--- src/rtl/tmod_mc_slave_pkg.sv ---
// ============================================================================
// Module      : tmod_mc_slave_pkg
// Description : Shared types for the multi-channel temperature monitor slave.
// Revision    : 1.0 - initial release
// ============================================================================
`default_nettype none

package tmod_mc_slave_pkg;

  typedef logic bool_t;

  typedef enum logic [2:0] {
    NOOP   = 3'd0,
    RD_CUR = 3'd1,
    RD_MIN = 3'd2,
    RD_MAX = 3'd3,
    RD_AVG = 3'd4,
    WR_HI  = 3'd5,
    CLR_MM = 3'd6
  } tmod_op_t;

  typedef enum logic [1:0] {
    IDLE = 2'd0,
    EXEC = 2'd1,
    RESP = 2'd2
  } tmod_state_t;

  localparam int unsigned c_CH_W = 4;

endpackage

`default_nettype wire

--- src/rtl/tmod_mc_slave_chan.sv ---
// ============================================================================
// Module      : tmod_chan
// Description : One channel: current/min/max/windowed average and alarm.
// Revision    : 1.0 - initial release
// ============================================================================
`default_nettype none

module tmod_chan
  import tmod_mc_slave_pkg::*;
#(
  parameter int WIDTH      = 8,
  parameter int AVG_LOG2   = 2,
  parameter int HYST       = 2,
  parameter int HI_DEFAULT = 80
) (
  input  logic             clk,
  input  logic             rst,
  input  logic             tick,
  input  logic [WIDTH-1:0] sample,
  input  bool_t            wr_hi,
  input  logic [WIDTH-1:0] hi_data,
  input  bool_t            clr_mm,
  output logic [WIDTH-1:0] cur,
  output logic [WIDTH-1:0] min_v,
  output logic [WIDTH-1:0] max_v,
  output logic [WIDTH-1:0] avg,
  output logic             alarm
);

  localparam int c_SUM_W = WIDTH + AVG_LOG2;
  localparam int c_CNT_W = (AVG_LOG2 > 0) ? AVG_LOG2 : 1;
  localparam logic [c_CNT_W-1:0] c_CNT_LAST = c_CNT_W'((1 << AVG_LOG2) - 1);
  localparam logic [WIDTH-1:0]   c_HYST     = WIDTH'(HYST);
  localparam logic [WIDTH-1:0]   c_HI_RST   = WIDTH'(HI_DEFAULT);

  logic [WIDTH-1:0]   r_cur, r_min, r_max, r_avg, r_hi;
  logic [c_SUM_W-1:0] r_sum;
  logic [c_CNT_W-1:0] r_cnt;
  logic               r_alarm;

  logic [c_SUM_W-1:0] w_sum_next;
  logic [WIDTH-1:0]   w_clr_lvl;

  assign w_sum_next = r_sum + c_SUM_W'(sample);
  // Clear level saturates at zero so a small threshold never wraps around.
  assign w_clr_lvl  = (r_hi > c_HYST) ? (r_hi - c_HYST) : '0;

  always_ff @(posedge clk or posedge rst) begin
    if (rst) begin
      r_cur   <= '0;
      r_min   <= '1;
      r_max   <= '0;
      r_avg   <= '0;
      r_sum   <= '0;
      r_cnt   <= '0;
      r_hi    <= c_HI_RST;
      r_alarm <= 1'b0;
    end else begin
      if (tick) begin
        r_cur <= sample;
        if (clr_mm) begin
          r_min <= sample;
          r_max <= sample;
        end else begin
          if (sample < r_min) r_min <= sample;
          if (sample > r_max) r_max <= sample;
        end
        if (r_cnt == c_CNT_LAST) begin
          r_avg <= w_sum_next[AVG_LOG2 +: WIDTH];
          r_sum <= '0;
          r_cnt <= '0;
        end else begin
          r_sum <= w_sum_next;
          r_cnt <= r_cnt + 1'b1;
        end
      end else if (clr_mm) begin
        r_min <= '1;
        r_max <= '0;
      end
      if (wr_hi) r_hi <= hi_data;
      // Alarm looks at the registered sample, so it trails the tick by a cycle.
      if (r_cur >= r_hi) r_alarm <= 1'b1;
      else if (r_cur < w_clr_lvl) r_alarm <= 1'b0;
    end
  end

  assign cur   = r_cur;
  assign min_v = r_min;
  assign max_v = r_max;
  assign avg   = r_avg;
  assign alarm = r_alarm;

endmodule

`default_nettype wire

--- src/rtl/tmod_mc_slave.sv ---
// ============================================================================
// Module      : tmod_mc_slave
// Description : Request FSM and result mux over NUM_CH temperature channels.
// Revision    : 1.0 - initial release
// ============================================================================
`default_nettype none

module tmod_mc_slave
  import tmod_mc_slave_pkg::*;
#(
  parameter int NUM_CH     = 4,
  parameter int WIDTH      = 8,
  parameter int AVG_LOG2   = 2,
  parameter int HYST       = 2,
  parameter int HI_DEFAULT = 80
) (
  input  logic                    Clock,
  input  logic                    Reset,
  input  logic                    tick,
  input  logic [NUM_CH*WIDTH-1:0] temp,
  input  logic                    req_valid,
  input  tmod_op_t                req_op,
  input  logic [c_CH_W-1:0]       req_ch,
  input  logic [WIDTH-1:0]        req_data,
  output logic [WIDTH-1:0]        resp_data,
  output logic                    resp_err,
  output logic                    Done,
  output logic                    busy,
  output logic [NUM_CH-1:0]       alarm
);

  tmod_state_t       r_state;
  tmod_op_t          r_op;
  logic [c_CH_W-1:0] r_ch;
  logic [WIDTH-1:0]  r_data;
  logic [WIDTH-1:0]  r_resp_data;
  logic              r_resp_err;
  logic              r_done;

  logic [WIDTH-1:0]  w_cur [NUM_CH];
  logic [WIDTH-1:0]  w_min [NUM_CH];
  logic [WIDTH-1:0]  w_max [NUM_CH];
  logic [WIDTH-1:0]  w_avg [NUM_CH];
  logic [NUM_CH-1:0] w_wr_hi;
  logic [NUM_CH-1:0] w_clr_mm;
  logic [WIDTH-1:0]  w_stat;
  bool_t             w_ch_ok;

  assign w_ch_ok = ({1'b0, r_ch} < 5'(NUM_CH));

  for (genvar c = 0; c < NUM_CH; c++) begin : g_chan
    assign w_wr_hi[c]  = (r_state == EXEC) && (r_op == WR_HI)  && w_ch_ok && (r_ch == 4'(c));
    assign w_clr_mm[c] = (r_state == EXEC) && (r_op == CLR_MM) && w_ch_ok && (r_ch == 4'(c));

    tmod_chan #(
      .WIDTH      (WIDTH),
      .AVG_LOG2   (AVG_LOG2),
      .HYST       (HYST),
      .HI_DEFAULT (HI_DEFAULT)
    ) u_chan (
      .clk     (Clock),
      .rst     (Reset),
      .tick    (tick),
      .sample  (temp[c*WIDTH +: WIDTH]),
      .wr_hi   (w_wr_hi[c]),
      .hi_data (r_data),
      .clr_mm  (w_clr_mm[c]),
      .cur     (w_cur[c]),
      .min_v   (w_min[c]),
      .max_v   (w_max[c]),
      .avg     (w_avg[c]),
      .alarm   (alarm[c])
    );
  end

  // Write ops fall through the case and report zero.
  always_comb begin
    w_stat = '0;
    for (int c = 0; c < NUM_CH; c++) begin
      if (r_ch == 4'(c)) begin
        case (r_op)
          RD_CUR:  w_stat = w_cur[c];
          RD_MIN:  w_stat = w_min[c];
          RD_MAX:  w_stat = w_max[c];
          RD_AVG:  w_stat = w_avg[c];
          default: w_stat = '0;
        endcase
      end
    end
  end

  always_ff @(posedge Clock or posedge Reset) begin
    if (Reset) begin
      r_state     <= IDLE;
      r_op        <= NOOP;
      r_ch        <= '0;
      r_data      <= '0;
      r_resp_data <= '0;
      r_resp_err  <= 1'b0;
      r_done      <= 1'b0;
    end else begin
      case (r_state)
        IDLE: begin
          if (req_valid && (req_op != NOOP)) begin
            r_op    <= req_op;
            r_ch    <= req_ch;
            r_data  <= req_data;
            r_state <= EXEC;
          end
        end
        EXEC: begin
          r_resp_data <= w_ch_ok ? w_stat : '1;
          r_resp_err  <= !w_ch_ok;
          r_done      <= 1'b1;
          r_state     <= RESP;
        end
        RESP: begin
          r_resp_data <= '0;
          r_resp_err  <= 1'b0;
          r_done      <= 1'b0;
          r_state     <= IDLE;
        end
        default: r_state <= IDLE;
      endcase
    end
  end

  assign resp_data = r_resp_data;
  assign resp_err  = r_resp_err;
  assign Done      = r_done;
  assign busy      = (r_state != IDLE);

endmodule

`default_nettype wire

--- config.mk ---
export PLATFORM = sky130hd
export DESIGN_NAME = tmod_mc_slave
export DESIGN_NICKNAME = d
export VERILOG_FILES = /design/src/rtl/tmod_mc_slave_pkg.sv /design/src/rtl/tmod_mc_slave_chan.sv /design/src/rtl/tmod_mc_slave.sv
export SDC_FILE = /design/constraint.sdc
export NUM_CORES = 1
export LEC_CHECK = 0
export CAP_MARGIN = 20
export CORE_MARGIN = 2
export CORE_UTILIZATION = 67
export DETAILED_ROUTE_END_ITERATION = 16
export HOLD_SLACK_MARGIN = 0.1
export PLACE_DENSITY_LB_ADDON = 0.2
export SLEW_MARGIN = 25
export SYNTH_ARGS = -nofsm -noshare
export SYNTH_HDL_FRONTEND = slang
export SYNTH_SLANG_ARGS = --single-unit
--- constraint.sdc ---
create_clock -name Clock -period 19.1 [get_ports Clock]
set_input_delay 3.82 -clock Clock [delete_from_list [all_inputs] [get_ports Clock]]
set_output_delay 3.82 -clock Clock [all_outputs]
set_load 0.05 [all_outputs]
* Yosys cells after proc, flatten, opt, wreduce, memory -nomap -nowiden
Index checks and enable logic that the tools add are counted.
** Storage, ports and cells
- Bits in registers :: 239
- Bits of input ports :: 51
- Output and inout port bits :: 15
** Cells by class
- Add/subtract/negate cells :: 12
- $lt $le $gt $ge :: 21
- Equal/unequal tests :: 16
- Muxes and demuxes :: 66
- Reductions and logical operators :: 48
** Operators by type and width (number)
- 8-bit 2-to-1 mux :: 41
- 8-bit one-hot mux with 4 select lines :: 4
- 8-bit less-than comparator :: 8
- 10-bit by 8-bit adder with 10-bit output :: 4
- 10-bit 2-to-1 mux :: 4
- 2-bit nonzero test :: 18
- 8-bit greater-or-equal comparator :: 4
- 8-bit by 2-bit > comparator with 1-bit output, second input constant :: 4
- 8-bit > comparator :: 4
- 8-bit by 2-bit subtractor with 8-bit output, second input constant :: 4
- 2-bit AND reduction :: 13
- 8-bit one-hot mux with 2 select lines :: 1
- 1-bit logical AND :: 13
- 2-bit equality test, second input constant :: 5
- 2-bit 2-to-1 mux :: 5
- 3-bit equality test, second input constant :: 3
- 2-bit by 1-bit adder with 2-bit output, second input constant :: 4
- 4-bit by 2-bit equality test with 1-bit output, second input constant :: 2
- 1-bit 2-to-1 mux :: 8
- 3-bit by 2-bit equality test with 1-bit output, second input constant :: 2
- 4-bit by 1-bit equality test with 1-bit output, second input constant :: 1
- 4-bit zero test :: 1
- 4-bit by 3-bit less-than comparator with 1-bit output, second input constant :: 1
- 1-bit one-hot mux with 2 select lines :: 2
- other kinds (7) :: 7

* Logic depth before layout (Yosys ltp)
- Word-level depth :: 8
- Mapped depth :: 11
- Gate-level depth less buffers :: 11

* Modules after synthesis
From an unflattened synthesis, not the netlist that was laid out.
** Unflattened totals
- Cell total of the unflattened synthesis :: 1711
- Area, all modules :: 16123.0 um2
** Modules (own cells, without submodules)
- tmod_chan at g_chan[0].u_chan ... :: times used 2, cells each 360, area an instance 3452.1 um2
- tmod_chan at g_chan[1].u_chan :: times used 1, cells each 362, area an instance 3448.3 um2
- tmod_chan at g_chan[2].u_chan :: times used 1, cells each 363, area an instance 3432.0 um2
- tmod_mc_slave :: times used 1, cells each 266, area an instance 2338.5 um2

* Worst setup path before layout
OpenSTA, ideal clock, no wires.
- Path kind :: input-to-reg
- Start point :: in temp[24]
- End point :: reg g_chan[3].u_chan.r_avg[6]
- Arrival time :: 5.364 ns
- Slack :: 13.667 ns
- Cell stages on the path :: 8
- Path buffers :: 0
- Cells stage by stage :: ha_1 inv_1 fa_1 nor2b_1 o31a_1 o211a_1 or4_1 nand3_1
** On the way
- Cells in the longest elaborated chain, start to end :: 1
** Ends and longest elaborated chain
- start, declared :: line tmod_mc_slave.sv:20 : input logic [NUM_CH*WIDTH-1:0] temp,
- 10-bit by 8-bit adder with 10-bit output :: line tmod_mc_slave_chan.sv:44 : assign w_sum_next = r_sum + c_SUM_W'(sample);
- end signal, assigned :: line tmod_mc_slave_chan.sv:69 : r_avg <= w_sum_next[AVG_LOG2 +: WIDTH];
- end, declared :: line tmod_mc_slave_chan.sv:36 : logic [WIDTH-1:0] r_cur, r_min, r_max, r_avg, r_hi;
Every way passes these cells.
A chain may end at the register's enable or synchronous reset.

* Worst setup path after layout
- Start point :: reg r_state[0]
- End point :: out busy
** On the way
- Cells in the longest elaborated chain, start to end :: 1
** Ends and longest elaborated chain
- start, declared :: line tmod_mc_slave.sv:32 : tmod_state_t r_state;
- start signal, assigned :: line tmod_mc_slave.sv:94 : r_state <= IDLE;
- start signal, assigned :: line tmod_mc_slave.sv:108 : r_state <= EXEC;
- start signal, assigned :: line tmod_mc_slave.sv:115 : r_state <= RESP;
- 2-bit nonzero test :: line tmod_mc_slave.sv:131 : assign busy = (r_state != IDLE);
- end, declared :: line tmod_mc_slave.sv:28 : output logic busy,
Every way passes these cells.

==> impl_metrics.yaml <==
cts:
  cts_setup_buffers: 0
  insertion_delay_ns: 0.55
  clockRootBuffer: "clkbuf_16"
  cts-htree-levels: 1
  cts_tree: "built"
  cts.clk_slew.worst_paths_ns: 0.06
  cts_max_path_buffers: 3
  hold_buffers: 0
  postCtsResizedCells: 0
  numCtsBuffers: 26
  cts_num_sinks: 239
place:
  pre_cts_ws_ns: 12.47
  place_congestion: 0.973
  dpl_cell_area_sq_um: 17000
  hpwl_microns: 31900
  io_buffers: 65
outcome:
  status: "completed"
drt:
  drc: 0
  num_vias: 14425
  viasPerCell: 6.75
  ant_nets: 0
  wire_per_inst_microns: 21.3
  drt-total-wl_microns: 45600
  drtIter0Drc: 1524
  detail_route.first_pass.iterations: 7
cells_and_area:
  final_util_pct: 76.5
  final_area_sq_um: 18000
  regArea_sq_um: 6030
  area_growth_pct: 11.4
  drive_above_1_share_pct: 10.3
  multi_input_area_sq_um: 9260
  antenna_cells: 0
  nFillCells: 1692
  fin_nets: 2017
sta:
  setup-violations-final: 0
  tightestPinTransition_ns: 1.15
  setup_tns_ns: 0
  period_share_pct: 31.8
  fmax_mhz: 165
  rsz0062_at_grt: "false"
  finClkSkew_ns: 0.0244
  hold_violations: 0
  slew_headroom_pct: 21.1
  setup_ws_ns: 13.03
  fin_crit_ns: 6.07
  slew_viol_final: 0
grt:
  grt_pass1_vias: 13768
  grt_pass1_wl_microns: 72800
  antenna_found_initial: 1
  gr-total-overflow: 0
  grt_usage_pct: 35.3
  grt_max_degree: 117
synth:
  netlist_area_sq_um: 16200
  synth.distinct_cells: 64
  yosysMostFrequentCell: "dfrtp_1"
  synthFlopType: "dfrtp_1"
  async_flop_share_pct: 100
  yosys.area.top_type_share_pct: 30.8
  netlist_top_cells_count: "199 x dfrtp_1, 164 x ha_1, 151 x inv_1"
  ys_ff_latch: 239
  yosysSeqAreaShare_pct: 37.3
  avgSynthCellArea_sq_um: 9.15
  syn_inst: 1766
  yosysWarnings: 0
  yosys.area.top_type: "dfrtp_1"
  syn_nets: 1985
  yosys-top-cells-area: "dfrtp_1 31%, ha_1 13%, dfstp_2 6.5%"
  synth-edff-count: 0
critical_path:
  endpoint_kind: "output pin"
  required_ns: 15.28
  r2r_cells: 6
  reg2reg_from: "r_op[1]"
  crit_path_max_fanout: 4
  r2r_end: "resp_data[5]"
  worstSetupStartpointType: "register"
  cp.arrival_ns: 2.25
  rrSetupSlack_ns: 15.87
  criticalPathCategory: "register to output pin"
min_path:
  min-delay-start: "g_chan[1].u_chan.r_cnt[0]"
  hold_end: "g_chan[1].u_chan.r_cnt[0]"
  hp-class: "register to register"
  hold_path_depth: 1
floorplanning:
  die-width_microns: 159
  dieArea_sq_um: 25400
  initial_core_util_pct: 68.6
  rows: 56
  die_h_microns: 159
  fp.coreArea_sq_um: 23500
  ioPinCount: 66
power:
  peakVddDrop_mv: 0.102
  power_uw: 2930
  p_per_area_nw_per_um2: 162
  leakage_uw: 0.00806
job:
  maxCapViolCount: 0
layer usage:
layer  global-route usage [%]  part of all wire [%]
met4                     12.6                   3.9
met1                     50.0                    42
met5                        0                 0.029
met2                     55.8                    46
met3                     4.79                   8.1
critical path, stage by stage, from the launching register on:
cell             delay [ns]
dfrtp_1                0.41
inv_1                  0.08
ha_1                   0.22
inv_1                  0.16
clkdlybuf4s50_1        0.84
registers in the layout (all words and copies together) (netlist names):
| name | count |
|---|---|
| resp_data | 8 |
| g_chan.u_chan.r_sum | 40 |
| g_chan.u_chan.max_v | 32 |
| r_op | 3 |
| g_chan.u_chan.cur | 32 |
| r_data | 8 |
| r_state | 2 |
| g_chan.u_chan.r_cnt | 8 |
| resp_err | 1 |
| g_chan.u_chan.alarm | 4 |
| Done | 1 |
| g_chan.u_chan.min_v | 32 |
| r_ch | 4 |
| g_chan.u_chan.avg | 32 |
| g_chan.u_chan.r_hi | 32 |
kinds of logic after synthesis:
group	synth area share (%)
buffers and inverters	5.46
multiplexers	6.12
AO/OA/AOI/OAI	22.0
AND/OR/NAND/NOR	14.5
flip-flops	37.3
XOR/XNOR	1.46
adder cells (fa/ha/maj)	13.2
area by class of cell:
type                            count  area share, %
Sequential cell                   239           33.5
Multi-Input combinational cell   1303           51.4
Clock buffer                       29           3.85
Tap cell                          319           2.22
Clock inverter                     19           1.74
Timing Repair Buffer               77           4.10
Inverter                          151           3.19
worst max-delay path by stage:
stage	startpoint	end	slack [ns]	depth (start not counted)
CTS	Reset	g_chan[1].u_chan.avg[1]	13.02	4
global route	Reset	g_chan[2].u_chan.avg[1]	12.72	4
detailed placement	Reset	g_chan[1].u_chan.avg[1]	12.47	4
floorplan	Reset	Done	8.79	1
finish	r_state[0]	busy	13.03	4
global placement	Reset	g_chan[1].u_chan.avg[1]	12.49	4
metrics by stage:
stage          hold slack, ns  std cells
3_3_place_gp            0.463       2089
3_5_place_dp            0.476       2089
6_report                0.482       2137
4_1_cts                 0.485       2137
2_1_floorplan           0.449       1766
5_1_grt                 0.511       2137
cell usage in the layout, fill, tap and decap left out, types with 15 or more instances in the layout:
cell type / instances
clkbuf_16: 27
xor2_1: 17
nor3_1: 35
a21o_1: 23
nor2_1: 137
inv_1: 149
clkdlybuf4s50_1: 64
a21oi_1: 87
dfstp_2: 40
a211o_1: 15
mux2i_1: 19
a22oi_1: 25
mux2_2: 71
a31oi_1: 15
nor2b_1: 18
nand3_1: 64
o21a_1: 20
dfrtp_1: 198
nand4_1: 44
a32oi_1: 40
o21ai_0: 147
nand2b_1: 21
nand2_1: 124
a211oi_1: 32
ha_1: 164
power by group:
group	switching, uW	leakage, uW	internal (uW)
clock network	223	0.000487	370
logic	847	0.00469	557
registers	199	0.00288	729
total	1270	0.00806	1660
Power figures use the tool's default switching activity.
